## src/rtl/exe_stage_unit_if.sv

```systemverilog
// exe_stage_unit_if
//   Bundles the ID/EXE-side inputs and the EXE/MEM-side outputs of the
//   execute stage.
//   master : upstream pipeline / hazard logic. It drives the decoded
//            instruction and observes the stage results.
//   slave  : the execute stage itself.
//   Signals:
//     freeze, flush, valid_in, exe_cmd[3:0]
//     mem_read_in, mem_write_in, wb_en_in, b_in, s_in
//     val_rn, val2, val_rm, pc_in (WIDTH)
//     imm24[23:0], dest_in[3:0]
//     alu_result_q, store_data_q (WIDTH), dest_q[3:0]
//     valid_q, wb_en_q, mem_read_q, mem_write_q
//     status[3:0] (NZCV)
//     branch_taken, branch_addr (WIDTH)
interface exe_stage_unit_if #(
   parameter int WIDTH = 32
);
   logic             freeze;
   logic             flush;
   logic             valid_in;
   logic [3:0]       exe_cmd;
   logic             mem_read_in;
   logic             mem_write_in;
   logic             wb_en_in;
   logic             b_in;
   logic             s_in;
   logic [WIDTH-1:0] val_rn;
   logic [WIDTH-1:0] val2;
   logic [WIDTH-1:0] val_rm;
   logic [WIDTH-1:0] pc_in;
   logic [23:0]      imm24;
   logic [3:0]       dest_in;

   logic [WIDTH-1:0] alu_result_q;
   logic [WIDTH-1:0] store_data_q;
   logic [3:0]       dest_q;
   logic             valid_q;
   logic             wb_en_q;
   logic             mem_read_q;
   logic             mem_write_q;
   logic [3:0]       status;
   logic             branch_taken;
   logic [WIDTH-1:0] branch_addr;

   modport master (
      output freeze, flush, valid_in, exe_cmd, mem_read_in, mem_write_in,
             wb_en_in, b_in, s_in, val_rn, val2, val_rm, pc_in, imm24, dest_in,
      input  alu_result_q, store_data_q, dest_q, valid_q, wb_en_q,
             mem_read_q, mem_write_q, status, branch_taken, branch_addr
   );

   modport slave (
      input  freeze, flush, valid_in, exe_cmd, mem_read_in, mem_write_in,
             wb_en_in, b_in, s_in, val_rn, val2, val_rm, pc_in, imm24, dest_in,
      output alu_result_q, store_data_q, dest_q, valid_q, wb_en_q,
             mem_read_q, mem_write_q, status, branch_taken, branch_addr
   );
endinterface

```

## src/rtl/exe_stage_unit.sv

```systemverilog
// exe_stage_unit
//   Execute stage of the five-stage ARM-subset pipeline. It runs the ALU
//   operation, owns the NZCV status register, computes the branch target,
//   and registers results and controls into the EXE/MEM register.
//   Ports:
//     clk  : rising-edge clock
//     rst  : asynchronous active-high reset
//     bus  : exe_stage_unit_if.slave, holding all stage inputs and outputs
module exe_stage_unit #(
   parameter int WIDTH = 32
) (
   input  logic                  clk,
   input  logic                  rst,
   exe_stage_unit_if.slave       bus
);
   localparam logic [3:0] CMD_MOV = 4'b0001;
   localparam logic [3:0] CMD_MVN = 4'b1001;
   localparam logic [3:0] CMD_ADD = 4'b0010;
   localparam logic [3:0] CMD_ADC = 4'b0011;
   localparam logic [3:0] CMD_SUB = 4'b0100;
   localparam logic [3:0] CMD_SBC = 4'b0101;
   localparam logic [3:0] CMD_AND = 4'b0110;
   localparam logic [3:0] CMD_ORR = 4'b0111;
   localparam logic [3:0] CMD_EOR = 4'b1000;

   logic [WIDTH-1:0] alu_result_reg, store_data_reg;
   logic [3:0]       dest_reg;
   logic             valid_reg, wb_en_reg, mem_read_reg, mem_write_reg;
   logic [3:0]       status_reg;

   logic [WIDTH-1:0] res;
   logic [WIDTH:0]   sum;
   logic             c_next, v_next, cmd_known;
   logic [3:0]       status_next;
   logic             status_we;

   logic [WIDTH-1:0] a, b;
   logic             c_cur;

   assign a     = bus.val_rn;
   assign b     = bus.val2;
   assign c_cur = status_reg[1];

   // ALU. Arithmetic runs one bit wider so that the carry/borrow lands in sum[WIDTH].
   always_comb begin
      res       = '0;
      sum       = '0;
      c_next    = status_reg[1];
      v_next    = status_reg[0];
      cmd_known = 1'b1;
      case (bus.exe_cmd)
         CMD_MOV: res = b;
         CMD_MVN: res = ~b;
         CMD_ADD, CMD_ADC: begin
            sum    = {1'b0, a} + {1'b0, b} +
                     {{WIDTH{1'b0}}, (bus.exe_cmd == CMD_ADC) & c_cur};
            res    = sum[WIDTH-1:0];
            c_next = sum[WIDTH];
            v_next = (a[WIDTH-1] == b[WIDTH-1]) && (res[WIDTH-1] != a[WIDTH-1]);
         end
         CMD_SUB, CMD_SBC: begin
            sum    = {1'b0, a} - {1'b0, b} -
                     {{WIDTH{1'b0}}, (bus.exe_cmd == CMD_SBC) & ~c_cur};
            res    = sum[WIDTH-1:0];
            // C is the inverted borrow.
            c_next = ~sum[WIDTH];
            v_next = (a[WIDTH-1] != b[WIDTH-1]) && (res[WIDTH-1] != a[WIDTH-1]);
         end
         CMD_AND: res = a & b;
         CMD_ORR: res = a | b;
         CMD_EOR: res = a ^ b;
         default: begin
            res       = '0;
            cmd_known = 1'b0;
         end
      endcase
      status_next = {res[WIDTH-1], (res == '0), c_next, v_next};
   end

   assign status_we = bus.valid_in & bus.s_in & ~bus.freeze & ~bus.flush & cmd_known;

   // Branch target: the word offset is sign-extended and scaled to bytes.
   assign bus.branch_addr  = bus.pc_in + {{(WIDTH-26){bus.imm24[23]}}, bus.imm24, 2'b00};
   assign bus.branch_taken = bus.valid_in & bus.b_in & ~bus.flush & ~bus.freeze;

   always_ff @(posedge clk or posedge rst) begin
      if (rst) begin
         alu_result_reg <= '0;
         store_data_reg <= '0;
         dest_reg       <= '0;
         valid_reg      <= 1'b0;
         wb_en_reg      <= 1'b0;
         mem_read_reg   <= 1'b0;
         mem_write_reg  <= 1'b0;
         status_reg     <= '0;
      end else if (bus.freeze) begin
         // Freeze wins over flush; the hazard logic re-asserts flush afterwards.
         alu_result_reg <= alu_result_reg;
         store_data_reg <= store_data_reg;
         dest_reg       <= dest_reg;
         valid_reg      <= valid_reg;
         wb_en_reg      <= wb_en_reg;
         mem_read_reg   <= mem_read_reg;
         mem_write_reg  <= mem_write_reg;
         status_reg     <= status_reg;
      end else if (bus.flush) begin
         alu_result_reg <= '0;
         store_data_reg <= '0;
         dest_reg       <= '0;
         valid_reg      <= 1'b0;
         wb_en_reg      <= 1'b0;
         mem_read_reg   <= 1'b0;
         mem_write_reg  <= 1'b0;
      end else begin
         alu_result_reg <= res;
         store_data_reg <= bus.val_rm;
         dest_reg       <= bus.dest_in;
         valid_reg      <= bus.valid_in;
         wb_en_reg      <= bus.wb_en_in & bus.valid_in;
         mem_read_reg   <= bus.mem_read_in & bus.valid_in;
         mem_write_reg  <= bus.mem_write_in & bus.valid_in;
         if (status_we) begin
            status_reg <= status_next;
         end
      end
   end

   assign bus.alu_result_q = alu_result_reg;
   assign bus.store_data_q = store_data_reg;
   assign bus.dest_q       = dest_reg;
   assign bus.valid_q      = valid_reg;
   assign bus.wb_en_q      = wb_en_reg;
   assign bus.mem_read_q   = mem_read_reg;
   assign bus.mem_write_q  = mem_write_reg;
   assign bus.status       = status_reg;
endmodule

```

## src/flat_wrapper.sv

```systemverilog
// flat-port wrapper written by rule: the top's interface ports become plain ports
module exe_stage_unit_flat 
#(
   parameter int WIDTH = 32
)
  (clk, rst, bus_freeze, bus_flush, bus_valid_in, bus_exe_cmd, bus_mem_read_in, bus_mem_write_in, bus_wb_en_in, bus_b_in, bus_s_in, bus_val_rn, bus_val2, bus_val_rm, bus_pc_in, bus_imm24, bus_dest_in, bus_alu_result_q, bus_store_data_q, bus_dest_q, bus_valid_q, bus_wb_en_q, bus_mem_read_q, bus_mem_write_q, bus_status, bus_branch_taken, bus_branch_addr);
  exe_stage_unit_if #(.WIDTH(WIDTH)) bus_i ();
  input  logic clk;
  input  logic rst;
  input wire logic [$bits(bus_i.freeze)-1:0] bus_freeze;
  input wire logic [$bits(bus_i.flush)-1:0] bus_flush;
  input wire logic [$bits(bus_i.valid_in)-1:0] bus_valid_in;
  input wire logic [$bits(bus_i.exe_cmd)-1:0] bus_exe_cmd;
  input wire logic [$bits(bus_i.mem_read_in)-1:0] bus_mem_read_in;
  input wire logic [$bits(bus_i.mem_write_in)-1:0] bus_mem_write_in;
  input wire logic [$bits(bus_i.wb_en_in)-1:0] bus_wb_en_in;
  input wire logic [$bits(bus_i.b_in)-1:0] bus_b_in;
  input wire logic [$bits(bus_i.s_in)-1:0] bus_s_in;
  input wire logic [$bits(bus_i.val_rn)-1:0] bus_val_rn;
  input wire logic [$bits(bus_i.val2)-1:0] bus_val2;
  input wire logic [$bits(bus_i.val_rm)-1:0] bus_val_rm;
  input wire logic [$bits(bus_i.pc_in)-1:0] bus_pc_in;
  input wire logic [$bits(bus_i.imm24)-1:0] bus_imm24;
  input wire logic [$bits(bus_i.dest_in)-1:0] bus_dest_in;
  output wire logic [$bits(bus_i.alu_result_q)-1:0] bus_alu_result_q;
  output wire logic [$bits(bus_i.store_data_q)-1:0] bus_store_data_q;
  output wire logic [$bits(bus_i.dest_q)-1:0] bus_dest_q;
  output wire logic [$bits(bus_i.valid_q)-1:0] bus_valid_q;
  output wire logic [$bits(bus_i.wb_en_q)-1:0] bus_wb_en_q;
  output wire logic [$bits(bus_i.mem_read_q)-1:0] bus_mem_read_q;
  output wire logic [$bits(bus_i.mem_write_q)-1:0] bus_mem_write_q;
  output wire logic [$bits(bus_i.status)-1:0] bus_status;
  output wire logic [$bits(bus_i.branch_taken)-1:0] bus_branch_taken;
  output wire logic [$bits(bus_i.branch_addr)-1:0] bus_branch_addr;
  assign bus_i.freeze = bus_freeze;
  assign bus_i.flush = bus_flush;
  assign bus_i.valid_in = bus_valid_in;
  assign bus_i.exe_cmd = bus_exe_cmd;
  assign bus_i.mem_read_in = bus_mem_read_in;
  assign bus_i.mem_write_in = bus_mem_write_in;
  assign bus_i.wb_en_in = bus_wb_en_in;
  assign bus_i.b_in = bus_b_in;
  assign bus_i.s_in = bus_s_in;
  assign bus_i.val_rn = bus_val_rn;
  assign bus_i.val2 = bus_val2;
  assign bus_i.val_rm = bus_val_rm;
  assign bus_i.pc_in = bus_pc_in;
  assign bus_i.imm24 = bus_imm24;
  assign bus_i.dest_in = bus_dest_in;
  assign bus_alu_result_q = bus_i.alu_result_q;
  assign bus_store_data_q = bus_i.store_data_q;
  assign bus_dest_q = bus_i.dest_q;
  assign bus_valid_q = bus_i.valid_q;
  assign bus_wb_en_q = bus_i.wb_en_q;
  assign bus_mem_read_q = bus_i.mem_read_q;
  assign bus_mem_write_q = bus_i.mem_write_q;
  assign bus_status = bus_i.status;
  assign bus_branch_taken = bus_i.branch_taken;
  assign bus_branch_addr = bus_i.branch_addr;
  exe_stage_unit #(.WIDTH(WIDTH)) u_core (.clk(clk), .rst(rst), .bus(bus_i));
endmodule
```

## config.mk

```make
export PLATFORM = sky130hd
export DESIGN_NAME = exe_stage_unit_flat
export DESIGN_NICKNAME = d
export VERILOG_FILES = /design/src/rtl/exe_stage_unit_if.sv /design/src/rtl/exe_stage_unit.sv /design/src/flat_wrapper.sv
export SDC_FILE = /design/constraint.sdc
export NUM_CORES = 1
export LEC_CHECK = 0
export BUFFER_PORTS_ARGS = -buffer_cell sky130_fd_sc_hd__clkbuf_2
export CAP_MARGIN = 20
export CORE_ASPECT_RATIO = 0.9
export CORE_UTILIZATION = 33
export DETAILED_ROUTE_END_ITERATION = 7
export PLACE_DENSITY = 0.54
export SLEW_MARGIN = 0
export SYNTH_ARGS = -nofsm -noshare
export SYNTH_HDL_FRONTEND = slang
export SYNTH_SLANG_ARGS = --single-unit
```

## constraint.sdc

```tcl
create_clock -name clk -period 12.85 [get_ports clk]
set_input_delay 2.57 -clock clk [delete_from_list [all_inputs] [get_ports clk]]
set_output_delay 2.57 -clock clk [all_outputs]
set_load 0.01 [all_outputs]
```

# ---- Yosys cells after proc, flatten, opt, wreduce, memory -nomap -nowiden
# Index checks and enable logic that the tools add are counted.
dict set report word_totals {
  output_inout_bits 109
  input_bits 170
  memories 0
  romBits 0
  latchBits 0
  mem_bits_rw 0
  register_bits 76
}
dict set report op_classes {
  n_shift 0
  mux 11
  n_reduce_logical 9
  multipliers 0
  div_mod_pow 0
  add_sub_neg 5
  eq_ne 13
  n_lt_le_gt_ge 0
  bitwise 20
}
# cell n
set ops {}
lappend ops {{32-bit case mux with 7 select lines} 1}
lappend ops {{32-bit 2-to-1 mux} 2}
lappend ops {{32-bit by 32-bit adder with 33-bit output} 1}
lappend ops {{33-bit by 1-bit adder with 33-bit output} 1}
lappend ops {{32-bit by 32-bit subtractor with 33-bit output} 1}
lappend ops {{33-bit by 1-bit subtractor with 33-bit output} 1}
lappend ops {{32-bit adder} 1}
lappend ops {{32-bit bitwise AND} 1}
lappend ops {{32-bit logical NOT} 1}
lappend ops {{32-bit inverter} 1}
lappend ops {{32-bit OR} 1}
lappend ops {{32-bit bitwise XOR} 1}
lappend ops {{4-bit by 3-bit == test with 1-bit output (second input constant)} 4}
lappend ops {{1-bit bitwise AND} 12}
lappend ops {{9-bit OR reduction} 1}
lappend ops {{4-bit by 2-bit == test with 1-bit output (second input constant)} 2}
lappend ops {{4-bit == test (second input constant)} 2}
lappend ops {{1-bit 2-to-1 mux} 5}
lappend ops {{4-bit by 1-bit == test with 1-bit output (second input constant)} 1}
lappend ops {{4-bit 2-to-1 mux} 1}
lappend ops {{1-bit inverter} 4}
lappend ops {{1-bit case mux with 2 select lines} 2}
lappend ops {{4-bit AND reduction} 1}
lappend ops {{2-bit OR reduction} 2}
lappend ops {{5 further kinds} 8}

# ---- Logic depth before layout (Yosys ltp)
# Gate-level depths: netlist of run 1.
dict set report logic_depth {
  word_depth 6
  depth_mapped 22
  mapped_depth_nobuf 19
}

# ---- Worst setup path after synthesis of run 1
# Ideal clock, no wire load.
dict set report synth_path {
  path_type {in2out}
  start {in bus_imm24[8]}
  end {out bus_branch_addr[31]}
  t_required_ns 10.280
  slack_ns 5.155
  path_buffers 0
  arrival_ns 5.125
  cell_stages 12
  cell_sequence {ha_1 > a21o_1 > a21o_1 > a21o_1 > a21o_1 > a21oi_1 > o21ai_1 > a41o_1 > o311ai_0 > o21ai_0 > a21oi_1 > xnor2_1}
}
dict set report synth_via {
  elab_chain_cells 1
}
# element line
set synth_rtl {}
lappend synth_rtl {{from (decl)} flat_wrapper.sv:23} ;# input wire logic [$bits(bus_i.imm24)-1:0] bus_imm24;
lappend synth_rtl {{32-bit adder} exe_stage_unit.sv:83} ;# assign bus.branch_addr = bus.pc_in + {{(WIDTH-26){bus.imm24[23]}}, bus.imm24, 2'b00};
lappend synth_rtl {{to (decl)} flat_wrapper.sv:34} ;# output wire logic [$bits(bus_i.branch_addr)-1:0] bus_branch_addr;
# Every way passes these cells.

# ---- Worst setup path in the final report of run 1
dict set report layout_path {
  start {in bus_imm24[1]}
  end {out bus_branch_addr[31]}
}
# The elaborated chain is that of the path after synthesis.

==> results.sh, run 1 <==
export IMPL_ys_seq_area_frac=0.1804
export IMPL_arrival_ns=5.70
export IMPL_cap_viol_max_count=0
export IMPL_critPathSlowestCell="o311ai_0"
export IMPL_post_cts_buffers=0
export IMPL_post_cts_resized=0
export IMPL_totalWireLength_mm=37.15
export IMPL_place_hpwl_mm=29.05
export IMPL_clkPwrFrac=0.254
export IMPL_path_cells="clkbuf_2 > ha_1 > a21o_1 > a21oi_1 > o211ai_1 > a41o_1 > a21oi_1 > o21ai_1 > a41o_1 > o311ai_0 > o21ai_0 > a21oi_1 > xnor2_1 > clkbuf_2"
export IMPL_max_clock_freq_ghz=0.1209
export IMPL_end_kind="output port"
export IMPL_r2r_start="u_core.bus.status[1]"
export IMPL_ys_warn_count=0
export IMPL_syn_inst=1354
export IMPL_holdPathEnd="u_core.bus.valid_q"
export IMPL_synth_async_reset_ratio=1.000
export IMPL_hold_viol=0
export IMPL_fin_crit_sh=0.6437
export IMPL_clkTransAtPathRegs_ns=0.06
export IMPL_synth_top_flop_cell="dfrtp_1"
export IMPL_vias=11030
export IMPL_worstHoldStart="u_core.bus.valid_q"
export IMPL_holdBufCountCts=0
export IMPL_fill_cells=3261
export IMPL_slowest_delay_ns=0.54
export IMPL_crit_path_max_fanout=3
export IMPL_start_util=0.3386
export IMPL_r2r_end="u_core.bus.status[2]"
export IMPL_clock_path_buffers=2
export IMPL_routed_via_density=5.537
export IMPL_areaGrowthSynthToFinish_pct=19.05
export IMPL_synth_top_area_frac=0.1840
export IMPL_grt_max_degree=84
export IMPL_leakage_nw=6.270
export IMPL_core_sq_um=31140
export IMPL_dieWidth_um=190.4
export IMPL_cts_tree="yes"
export IMPL_syn_area_sq_um=10540
export IMPL_first_iter_violations=857
export IMPL_startpoint_type="primary input"
export IMPL_crit_top_cell="a21oi_1"
export IMPL_syn_nets=1684
export IMPL_min_path_type="reg2reg"
export IMPL_grt_pass1_vias=10360
export IMPL_setup_viol=0
export IMPL_synth_top_cells_by_count="ha_1 (155), inv_1 (125), nand2_1 (109)"
export IMPL_clock_sinks=76
export IMPL_rsz0062_at_grt="no"
export IMPL_final_util=0.4030
export IMPL_clock_latency_ns=0.34
export IMPL_synth_edf_count=0
export IMPL_antenna_found_initial=0
export IMPL_internal_power_mw=0.6557
export IMPL_yosys_cell_count_top_type="ha_1"
export IMPL_netlist_top_cell_by_area="ha_1"
export IMPL_finClkSkew_ns=0.005464
export IMPL_required_ns=10.28
export IMPL_power_frac_comb=0.499
export IMPL_outcome="finished clean"
export IMPL_grt_pass1_wl_mm=57.19
export IMPL_switchingPower_mw=0.4556
export IMPL_synth_distinct_cells=77
export IMPL_ant_nets=0
export IMPL_drc=0
export IMPL_grt_ovfl_total=0
export IMPL_drt_pass1_iter_count=5
export IMPL_track_usage=0.2209
export IMPL_reg2regPathDepth=14
export IMPL_port_buffers=274
export IMPL_rows=61
export IMPL_io_pins=279
export IMPL_peakVddDrop_mv=0.08372
export IMPL_tightestPinTransition_ns=1.022
export IMPL_synthTopCellsByArea="ha_1 (18%), dfrtp_1 (18%), a21oi_1 (4.9%), a22o_1 (4.8%), xnor2_1 (4.6%)"
export IMPL_wl_per_cell_um=18.65
export IMPL_ff_latch_area_sq_um=1902
export IMPL_nNetsFinal=1908
export IMPL_fin_crit_ns=8.271
export IMPL_antenna_cells=0
export IMPL_multi_input_area_sq_um=7866
export IMPL_htree_levels=3
export IMPL_seqPwrFrac=0.247
export IMPL_p_sw_frac=0.4100
export IMPL_syn_avg_cell_area_sq_um=7.786
export IMPL_drive_gt1_frac=0.2066
export IMPL_rrSetupSlack_ns=7.85
export IMPL_clock_root_buffer="clkbuf_16"
export IMPL_place_gp_congestion=0.9417
export IMPL_cts_buffers=9
export IMPL_power_density_nw_per_um2=88.54
export IMPL_ys_seq_elements=76
export IMPL_fin_setup_tns_ns=0
export IMPL_die_area_sq_um=32670
export IMPL_whs_path_depth=1
export IMPL_die_height_um=171.6
export IMPL_finalMaxSlewViolations=0
export IMPL_path_class="in2out"
export IMPL_relSlewSlack=0.3173
worst max-delay path, delay by kind of cell:
kind | cells | cell delay (ns)
AO/OA/AOI/OAI | 10 | 2.45
XOR/XNOR | 1 | 0.14
adder cells (fa/ha/maj) | 1 | 0.28
buffers and inverters | 2 | 0.24
metal layers:
metal / share of wire / vias to the layer above / routed length [um] / track usage
met5: 0 / - / 0 / 0
met1: 0.47 / 5219 / 17300 / 0.3037
met4: 0.015 / 0 / 557 / 0.04139
met3: 0.069 / 37 / 2576 / 0.03142
met2: 0.45 / 405 / 16710 / 0.3673
li1: - / 5369 / - / -
placed cells by master, fill, tap and decap left out, types with 6 or more instances in the layout:
cell type	n
a211o_1	7
a211oi_1	13
a21o_1	30
a21oi_1	103
a221o_1	7
a221oi_1	9
a22o_1	58
a22oi_1	19
a31oi_1	11
and2_1	6
and3_1	10
buf_4	14
clkbuf_16	9
clkbuf_2	274
dfrtp_1	76
ha_1	155
inv_1	124
mux2i_1	6
nand2_1	109
nand2b_1	18
nand3_1	26
nand3b_1	8
nand4_1	23
nor2_1	79
nor2b_1	6
nor3_1	14
o211ai_1	19
o21a_1	11
o21ai_0	87
o21ai_1	7
o21bai_1	9
o221ai_1	8
o22ai_1	24
o31ai_1	7
or4_1	7
xnor2_1	55
xor2_1	41
power by group through the flow:
stage	logic (mW)	clock network (mW)	registers [mW]
global route	0.611	0.299	0.277
CTS	0.552	0.289	0.275
detailed placement	0.549	0	0.280
floorplan	0.360	0	0.287
global placement	0.546	0	0.278
finish	0.555	0.282	0.275
worst max-delay path by stage:
stage                      start                  end  slack (ns)  depth (start not counted)
global placement    bus_imm24[1]  bus_branch_addr[31]        4.62                         14
CTS                 bus_imm24[1]  bus_branch_addr[31]        4.55                         14
finish              bus_imm24[1]  bus_branch_addr[31]        4.58                         14
global route        bus_imm24[1]  bus_branch_addr[31]        4.18                         14
detailed placement  bus_imm24[1]  bus_branch_addr[31]        4.57                         14
floorplan           bus_imm24[8]  bus_branch_addr[31]        5.16                         12
logic make-up after synthesis:
kind of cell	share of synthesized area
xor+xnor	0.07975
mux	0.007833
buf+inv	0.07560
fa+ha+maj	0.1934
simple gates	0.1538
compound gates	0.3092
flops	0.1804
stage by stage:
step                      power, mW  cells  hold slack [ns]  worst slack (ns)  area, sq um
final                         1.111   1992           0.4834             4.579        12550
after global placement       0.8242   1976           0.4667             4.615        12230
after floorplan              0.6466   1354           0.5172             5.155        10540
after CTS                     1.116   1992           0.4849             4.550        12550
after detailed placement     0.8280   1976           0.4717             4.574        12230
after global routing          1.187   1992           0.4983             4.185        12550
layout make-up:
type,count,area share
tap,409,0.04077
sequential,76,0.1515
clock inverter,6,0.007577
multi-input combinational,1078,0.6268
timing repair buffer,288,0.1176
clock buffer,10,0.01824
inverter,125,0.03748
Power figures use the tool's default switching activity.
==> inputs of run 2 (changes only) <==
--- a/config.mk
+++ b/config.mk
@@ -5,12 +5,13 @@
 export SDC_FILE = /design/constraint.sdc
 export NUM_CORES = 1
 export LEC_CHECK = 0
+export ABC_AREA = 1
 export BUFFER_PORTS_ARGS = -buffer_cell sky130_fd_sc_hd__clkbuf_2
 export CAP_MARGIN = 20
 export CORE_ASPECT_RATIO = 0.9
 export CORE_UTILIZATION = 33
 export DETAILED_ROUTE_END_ITERATION = 7
-export PLACE_DENSITY = 0.54
+export PLACE_DENSITY = 0.55
 export SLEW_MARGIN = 0
 export SYNTH_ARGS = -nofsm -noshare
 export SYNTH_HDL_FRONTEND = slang
==> constraint.sdc (replaced) <==
create_clock -name clk -period 7.59 [get_ports clk]
set_input_delay 1.518 -clock clk [delete_from_list [all_inputs] [get_ports clk]]
set_output_delay 1.518 -clock clk [all_outputs]
set_load 0.01 [all_outputs]
==> results.sh, run 2 <==
export IMPL_grt_ovfl_total=0
export IMPL_fill_cells=3921
export IMPL_route_met3_wl_mm=2.686
export IMPL_cts_buffers=9
export IMPL_final_cell_mix="nand2_1 (601), inv_1 (366), clkbuf_2 (274)"
export IMPL_final_common_cell="nand2_1"
export IMPL_max_clock_freq_ghz=0.1880
export IMPL_post_cts_resized=0
export IMPL_antenna_found_initial=1
export IMPL_synth_top_cells_by_count="nand2_1 (601), inv_1 (367), nor2_1 (172)"
export IMPL_synth_top_area_frac=0.1909
export IMPL_tightestPinTransition_ns=0.9544
export IMPL_port_buffers=274
export IMPL_wl_met1_mm=21.92
export IMPL_htree_levels=3
export IMPL_relSlewSlack=0.3631
export IMPL_outcome="finished clean"
export IMPL_cts_tree="yes"
export IMPL_drc=0
export IMPL_finClkSkew_ns=0.003771
export IMPL_rsz0062_at_grt="no"
export IMPL_met2WireLength_mm=19.22
export IMPL_core_sq_um=35130
export IMPL_power_density_nw_per_um2=137.9
export IMPL_yosys_cell_count_top_type="nand2_1"
export IMPL_end_kind="output port"
export IMPL_arrival_ns=3.80
export IMPL_setup_viol=0
export IMPL_first_iter_violations=1136
export IMPL_die_area_sq_um=36570
export IMPL_synth_async_reset_ratio=1.000
export IMPL_syn_avg_cell_area_sq_um=6.014
export IMPL_syn_area_sq_um=11820
export IMPL_wl_per_cell_um=16.78
export IMPL_ys_warn_count=0
export IMPL_clkTransAtPathRegs_ns=0.05
export IMPL_antenna_cells=0
export IMPL_io_pins=279
export IMPL_place_gp_congestion=0.9548
export IMPL_netlist_top_cell_by_area="nand2_1"
export IMPL_rows=65
export IMPL_start_util=0.3364
export IMPL_hold_viol=0
export IMPL_dieWidth_um=201.5
export IMPL_die_height_um=181.5
export IMPL_clock_sinks=76
export IMPL_synth_distinct_cells=47
export IMPL_grt_pass1_wl_mm=69.21
export IMPL_top_layer_used="met5"
export IMPL_synth_edf_count=0
export IMPL_clock_latency_ns=0.32
export IMPL_totalWireLength_mm=45.20
export IMPL_post_cts_buffers=0
export IMPL_nNetsFinal=2551
export IMPL_fin_crit_ns=5.318
export IMPL_routed_via_density=4.981
export IMPL_holdBufCountCts=0
export IMPL_crit_path_max_fanout=4
export IMPL_syn_nets=2295
export IMPL_power_mw=1.924
export IMPL_synth_top_flop_cell="dfrtp_1"
export IMPL_peakVddDrop_mv=0.1502
export IMPL_cap_viol_max_count=0
export IMPL_track_usage=0.2403
export IMPL_ant_nets=0
export IMPL_grt_pass1_vias=12420
export IMPL_areaGrowthSynthToFinish_pct=18.06
export IMPL_syn_inst=1965
export IMPL_fin_crit_sh=0.7006
export IMPL_leakage_nw=8.290
export IMPL_drive_gt1_frac=0.1492
export IMPL_clock_root_buffer="clkbuf_16"
export IMPL_slowest_delay_ns=0.40
export IMPL_required_ns=6.07
export IMPL_place_hpwl_mm=37.46
export IMPL_ys_seq_area_frac=0.1609
export IMPL_critPathSlowestCell="fa_1"
export IMPL_fin_setup_tns_ns=0
export IMPL_startpoint_type="primary input"
export IMPL_clock_path_buffers=2
export IMPL_path_cells="clkbuf_2 > ha_1 > inv_1 > fa_1 > o21ai_0 > a21oi_1 > o21ai_2 > a21boi_2 > o21ai_0 > a21oi_1 > xnor2_1 > clkbuf_2"
export IMPL_min_path_type="reg2reg"
export IMPL_path_class="in2out"
export IMPL_vias=13420
export IMPL_grt_max_degree=77
export IMPL_finalMaxSlewViolations=0
export IMPL_ys_seq_elements=76
export IMPL_drt_pass1_iter_count=5
export IMPL_synthTopCellsByArea="nand2_1 (19%), ha_1 (16%), dfrtp_1 (16%), inv_1 (12%), nand3_1 (5.7%)"
## run 2: cell types whose count changed after synthesis, sizes merged, moves of 39 or more
cell | before | now
clkbuf | 51 | 12
inv | 125 | 373
nand2 | 109 | 609
nand3 | 26 | 137
nor2 | 81 | 183
xnor2 | 55 | 10
## run 2: per-stage QoR
| stage | util | area, sq um | setup slack (ns) | hold slack (ns) | instances |
|---|---|---|---|---|---|
| final | 0.3971 | 13950 | 2.272 | 0.4818 | 2694 |
| after global routing | 0.3971 | 13950 | 2.002 | 0.5095 | 2694 |
| after global placement | 0.3881 | 13640 | 2.315 | 0.4666 | 2679 |
| after CTS | 0.3971 | 13950 | 2.269 | 0.4884 | 2694 |
| after detailed placement | 0.3881 | 13640 | 2.270 | 0.4734 | 2679 |
| after floorplan | - | 11820 | 2.683 | 0.5157 | 1965 |
## run 2: per-layer routing
metal / track usage / vias to the layer above
li1: - / 6805
met1: 0.3507 / 6082
met2: 0.3692 / 461
met3: 0.02513 / 67
met4: 0.07273 / 4
met5: 0 / -
## run 2: final timing paths
check	from	to	slack, ns	cells past startpoint
setup / recovery	bus_imm24[0]	bus_branch_addr[20]	2.27	12
hold / removal	u_core.bus.status[2]	u_core.bus.status[2]	0.48	2
setup reg to reg	u_core.bus.status[1]	u_core.bus.status[2]	3.86	21
hold reg to reg	u_core.bus.status[2]	u_core.bus.status[2]	0.48	2
max in group asynchronous	rst	u_core.bus.status[1]	5.51	3
min in group asynchronous	rst	u_core.bus.store_data_q[20]	1.47	3
## run 2: worst max-delay path: cells and delay by family
family / cells / cell delay (ns)
XOR/XNOR: 1 / 0.15
AO/OA/AOI/OAI: 6 / 1.28
buffers and inverters: 3 / 0.28
adder cells (fa/ha/maj): 2 / 0.56
## run 2: final cells by class
| cell class | instances | area, sq um | share of cell area |
|---|---|---|---|
| Multi-Input combinational cell | 1481 | 8330 | 0.5971 |
| Sequential cell | 76 | 1902 | 0.1363 |
| Timing Repair Buffer | 280 | 1416 | 0.1015 |
| Inverter | 373 | 1400 | 0.1003 |
| Tap cell | 469 | 586.8 | 0.04206 |
| Clock buffer | 11 | 242.7 | 0.01740 |
| Clock inverter | 4 | 73.82 | 0.005291 |
## run 2: power breakdown
group          switching [mW]  internal, mW  total (mW)
logic                   0.655         0.351        1.01
clock network           0.159         0.295       0.454
registers              0.0224         0.442       0.464
total                   0.837          1.09        1.92
## run 2: cells by family (layout without fill, tap and decap cells)
| family | Yosys count | after routing | share of synthesized area |
|---|---|---|---|
| buf+inv | 408 | 668 | 0.1354 |
| fa+ha+maj | 160 | 160 | 0.1726 |
| simple gates | 983 | 983 | 0.3428 |
| xor+xnor | 31 | 31 | 0.02298 |
| flops | 76 | 76 | 0.1609 |
| compound gates | 307 | 307 | 0.1653 |
